<file path="src/rtl/ripple_carry_adder.sv">
// Registered ripple-carry adder: a + b + ci through a chain of full-adder cells,
// exposing sum, inter-stage carries and carry-out. Define RCA_OVF_EN to add the signed-overflow output ovf.
module ripple_carry_adder #(
  parameter int WIDTH = 4
) (
  input  logic             clk,
  input  logic             rst_n,
  input  logic [WIDTH-1:0] a,
  input  logic [WIDTH-1:0] b,
  input  logic             ci,
  output logic [WIDTH-1:0] s,
  output logic [WIDTH-2:0] co,
  output logic             cout
`ifdef RCA_OVF_EN
  ,
  output logic             ovf
`endif
);

  // There is no valid/ready handshake: operands are taken on every rising
  // edge, and the result for them is on s/co/cout one edge later.

  logic [WIDTH:0]   c;
  logic [WIDTH-1:0] sum;

  assign c[0] = ci;

  // Each stage waits on the previous stage's carry. The chain is kept strictly
  // serial so the visible carries are the real per-stage ones.
  for (genvar i = 0; i < WIDTH; i++) begin : g_stage
    logic p;
    assign p        = a[i] ^ b[i];
    assign sum[i]   = p ^ c[i];
    assign c[i+1]   = (a[i] & b[i]) | (c[i] & p);
  end

  always_ff @(posedge clk) begin
    if (!rst_n) begin
      s    <= '0;
      co   <= '0;
      cout <= 1'b0;
    end else begin
      s    <= sum;
      co   <= c[WIDTH-1:1];
      cout <= c[WIDTH];
    end
  end

`ifdef RCA_OVF_EN
  // Overflow occurs when the carry into the sign bit differs from the carry out of it.
  always_ff @(posedge clk) begin
    if (!rst_n) begin
      ovf <= 1'b0;
    end else begin
      ovf <= c[WIDTH] ^ c[WIDTH-1];
    end
  end
`endif

endmodule

</file>
<file path="config.mk">
export PLATFORM = sky130hd
export DESIGN_NAME = ripple_carry_adder
export DESIGN_NICKNAME = d
export VERILOG_FILES = /design/src/rtl/ripple_carry_adder.sv
export SDC_FILE = /design/constraint.sdc
export NUM_CORES = 1
export LEC_CHECK = 0
export CAP_MARGIN = 20
export CORE_AREA = 2 2 39 41
export CTS_CLUSTER_SIZE = 40
export DETAILED_ROUTE_END_ITERATION = 10
export DIE_AREA = 0 0 41 43
export GPL_ROUTABILITY_DRIVEN = 0
export MAX_ROUTING_LAYER = met4
export PLACE_DENSITY = 0.55
export SETUP_SLACK_MARGIN = 0.5
export SLEW_MARGIN = 20
export SYNTH_ARGS = -nofsm -noshare
export SYNTH_HDL_FRONTEND = slang
export SYNTH_SLANG_ARGS = --single-unit
</file>
<file path="constraint.sdc">
create_clock -name clk -period 7.1 [get_ports clk]
set_input_delay 1.42 -clock clk [delete_from_list [all_inputs] [get_ports clk]]
set_output_delay 1.42 -clock clk [all_outputs]
set_load 0.03 [all_outputs]
</file>
# Yosys cells after proc, flatten, opt, wreduce, memory -nomap -nowiden
# Cells that the tools add are included.
dict set report totals {
  ff_bits 8
  input_bits 11
  output_inout_bits 8
  wordCells 23
}
dict set report classes {
  bitwise 20
}
# op count
set ops {}
lappend ops {{AND 1 bit} 8}
lappend ops {{bitwise XOR 1 bit} 8}
lappend ops {{OR 1 bit} 4}

# Longest topological paths before layout
dict set report logic_depth {
  ltp_word 9
  ltp_mapped 5
  mapped_depth_nobuf 5
}

# Worst setup path after synthesis
# No wires, ideal clock.
dict set report synth_timing {
  path_kind {input-to-reg}
  start {input port a[0]}
  end {register s[3]}
  setup_ps 115
  arrival_time_ps 3205
  required_ps 6985
  slack_ps 3780
  path_stages 5
  n_path_buf 0
  cell_sequence {fa_1 -> fa_1 -> fa_1 -> fa_1 -> and2_1}
}
dict set report synth_between {
  elab_chain_cells 8
  elab_cells_between_ends 9
  cone_classes {bitwise (9)}
}
# item line_no
set synth_rtl {}
lappend synth_rtl {{start, declared} 8} ;# input logic [WIDTH-1:0] a,
lappend synth_rtl {{bitwise XOR 1 bit} 32} ;# assign p = a[i] ^ b[i];
lappend synth_rtl {{AND 1 bit} 34} ;# assign c[i+1] = (a[i] & b[i]) | (c[i] & p);
lappend synth_rtl {{OR 1 bit *} 34}
lappend synth_rtl {{AND 1 bit *} 34}
lappend synth_rtl {{OR 1 bit *} 34}
lappend synth_rtl {{named net c[2]} 23} ;# logic [WIDTH:0] c;
lappend synth_rtl {{AND 1 bit *} 34}
lappend synth_rtl {{OR 1 bit *} 34}
lappend synth_rtl {{named net c[3]} 23}
lappend synth_rtl {{bitwise XOR 1 bit *} 33} ;# assign sum[i] = p ^ c[i];
lappend synth_rtl {{named net sum[3]} 24} ;# logic [WIDTH-1:0] sum;
lappend synth_rtl {{end signal, assigned} 43} ;# s <= sum;
lappend synth_rtl {{end, declared} 11} ;# output logic [WIDTH-1:0] s,
# The timed path passes the listed nets; every way through them passes the cells marked *.
# A chain may end at the register's enable or synchronous reset.

# Worst setup path after layout
dict set report layout_timing {
  start {input port a[0]}
  end {register s[3]}
}
dict set report layout_between {
  elab_chain_cells 8
  elab_cells_between_ends 9
  cone_classes {bitwise (9)}
}
# item line_no
set layout_rtl {}
lappend layout_rtl {{bitwise XOR 1 bit} 32}
lappend layout_rtl {{AND 1 bit} 34}
lappend layout_rtl {{OR 1 bit *} 34}
lappend layout_rtl {{named net c[1]} 23}
lappend layout_rtl {{AND 1 bit *} 34}
lappend layout_rtl {{OR 1 bit *} 34}
lappend layout_rtl {{named net c[2]} 23}
lappend layout_rtl {{AND 1 bit *} 34}
lappend layout_rtl {{OR 1 bit *} 34}
lappend layout_rtl {{named net c[3]} 23}
lappend layout_rtl {{bitwise XOR 1 bit *} 33}
lappend layout_rtl {{named net sum[3]} 24}
# Marks and branches as above.

==> metrics.cfg <==
[run_status]
status=completed

[synth]
synth_top_family_by_area=adder cells
synth_xor_area_share_pct=0
synth_cell_type_count=3
ys_ff_latch=8
syn_area_um2=290
synth-compound-area-share_pct=0
synth-seq-area-share_pct=55.2
synth_fa_ha_area_share_pct=27.6
syn_nets=35
synth_mux_area_share_pct=0
synthSimpleGateAreaFrac_pct=17.2
syn_inst=20
yosysWarnings=0
syn_avg_cell_area_um2=14.5

[pwr]
power_density_nw_per_um2=227
p_int_uw=84.8
ir_drop_mv=0.0847
power_frac_seq_pct=43.3
total_power_uw=117
p_leak_uw=0.000199
pwr-share-clk_pct=29.9
power_switching_uw=31.7
swShare_pct=27.2
p_comb_share_pct=26.8

[sta]
setup_ws_ps=3530
setup_violations=0
fin_crit_ps=3570
hold_viol=0
maxSlewHeadroom_pct=78.0
slew_violations=0
timing.final.crit_share_pct=50.3
rsz0062_at_grt=no
fmax_ghz=0.280
worstMarginPinSlew_ps=329
fin_tns_setup_ps=0

[clock_network]
cts-root-buf=clkbuf_4
cts_resized=0
h-tree-depth=1
cts_buffer_depth=2
cts_hold_buf=0
cts-buffers-inserted=3
cts_sinks=8
cts_tree=done
cts_setup_buffers=0
clkTransAtPathRegs_ps=50

[critical_path]
path_cells=clkdlybuf4s50_1, fa_1, fa_1, fa_1, fa_1, and2_1
cp.arrival_ps=3720
cpPeakStageDelay_ps=460
end_kind=register
crit_path_top_delay_cell=fa_1
worst_ep_required_time_ps=7250
crit_type=in -> reg
critPathLaunchType=primary input
critPathMaxFanout=2
cpMostUsedCell=fa_1

[route]
ant_nets=0
via_per_inst=3.86
drtIter0Drc=0
dr.pass1.iters=1
drc=0
wl_um=621
vias=220
wl_per_cell_um=10.9

[die]
num_rows=14
die_w_um=41
die_area_um2=1760
io_pins=19
core-area_um2=1380
start_util_pct=21.0
fp.dieH_um=43

[finish]
syn2layout_area_growth_pct=76.7
layout_commonest_cell=clkdlybuf4s50_1
nets=58
seqCellArea_um2=160
final_cell_mix=clkdlybuf4s50_1 (18), and2_1 (8), dfxtp_1 (8)
multi_input_area_um2=130
n_antenna_cell=0
nFillCells=143
drive_gt1_share_pct=7.32

[place]
port_buffers=18
dp_slack_ps=3230
dp_hpwl_um=524

[global_route]
antenna_found_initial=0
grt_pass1_vias=272
track_usage_pct=10.3
grt_remaining_overflow=0
grt_max_degree=9
grt_pass1_wl_mm=1.04

[hold_path]
hold_class=in -> reg

[run]
drv_cap=0

[critical path, delay by kind of cell]
family,cells,cell delay [ps]
and+or+nand+nor,1,160
adders and majority gates,4,1710
buffers and inverters,1,440
[power groups by stage]
stage	clock, uW	sequential, uW	combinational, uW
final	34.8	50.4	31.2
after CTS	38.0	50.5	32.0
after detailed placement	0	51.5	31.7
after global routing	39.6	50.7	34.3
after floorplan	0	60.4	5.43
after global placement	0	51.3	31.1
[routing by layer]
| metal | vias up | routed length (um) | part of all wire [%] | track usage (%) |
|---|---|---|---|---|
| met1 | 95 | 195 | 31 | 6.98 |
| met3 | 2 | 117 | 19 | 9.42 |
| met4 | 0 | 5 | 0.81 | 8.00 |
| met2 | 21 | 303 | 49 | 15.0 |
| met5 | - | 0 | 0 | - |
| li1 | 102 | - | - | - |
[final timing paths]
path | to | startpoint | slack, ps | cells past startpoint
worst max-delay path | s[3] | a[0] | 3530 | 6
worst min-delay path | s[3] | rst_n | 1870 | 2
[cell usage after synthesis]
cell type	instances	area share, %
and2_1	8	17
fa_1	4	28
dfxtp_1	8	55
[stage by stage]
step	hold slack, ps	instance area, um2	utilization, %	instances
6_report	1870	513	37.1	57
5_1_grt	1900	513	37.1	57
4_1_cts	1870	513	37.1	57
3_5_place_dp	2160	490	35.4	54
3_3_place_gp	2170	490	35.4	54
2_1_floorplan	1540	290	-	20
[layout make-up]
cell class,count,share of cell area (%)
Multi-Input combinational cell,12,25.4
Clock buffer,3,4.39
Tap cell,16,3.90
Timing Repair Buffer,18,35.1
Sequential cell,8,31.2
[cell families after synthesis]
family,count (synthesis)
flops,8
simple gates,8
fa+ha+maj,4
[sequential cells by signal, summed over array words and instances, names as in the netlist]
name	flops
s	4
cout	1
co	3
Power figures use the tool's default switching activity.
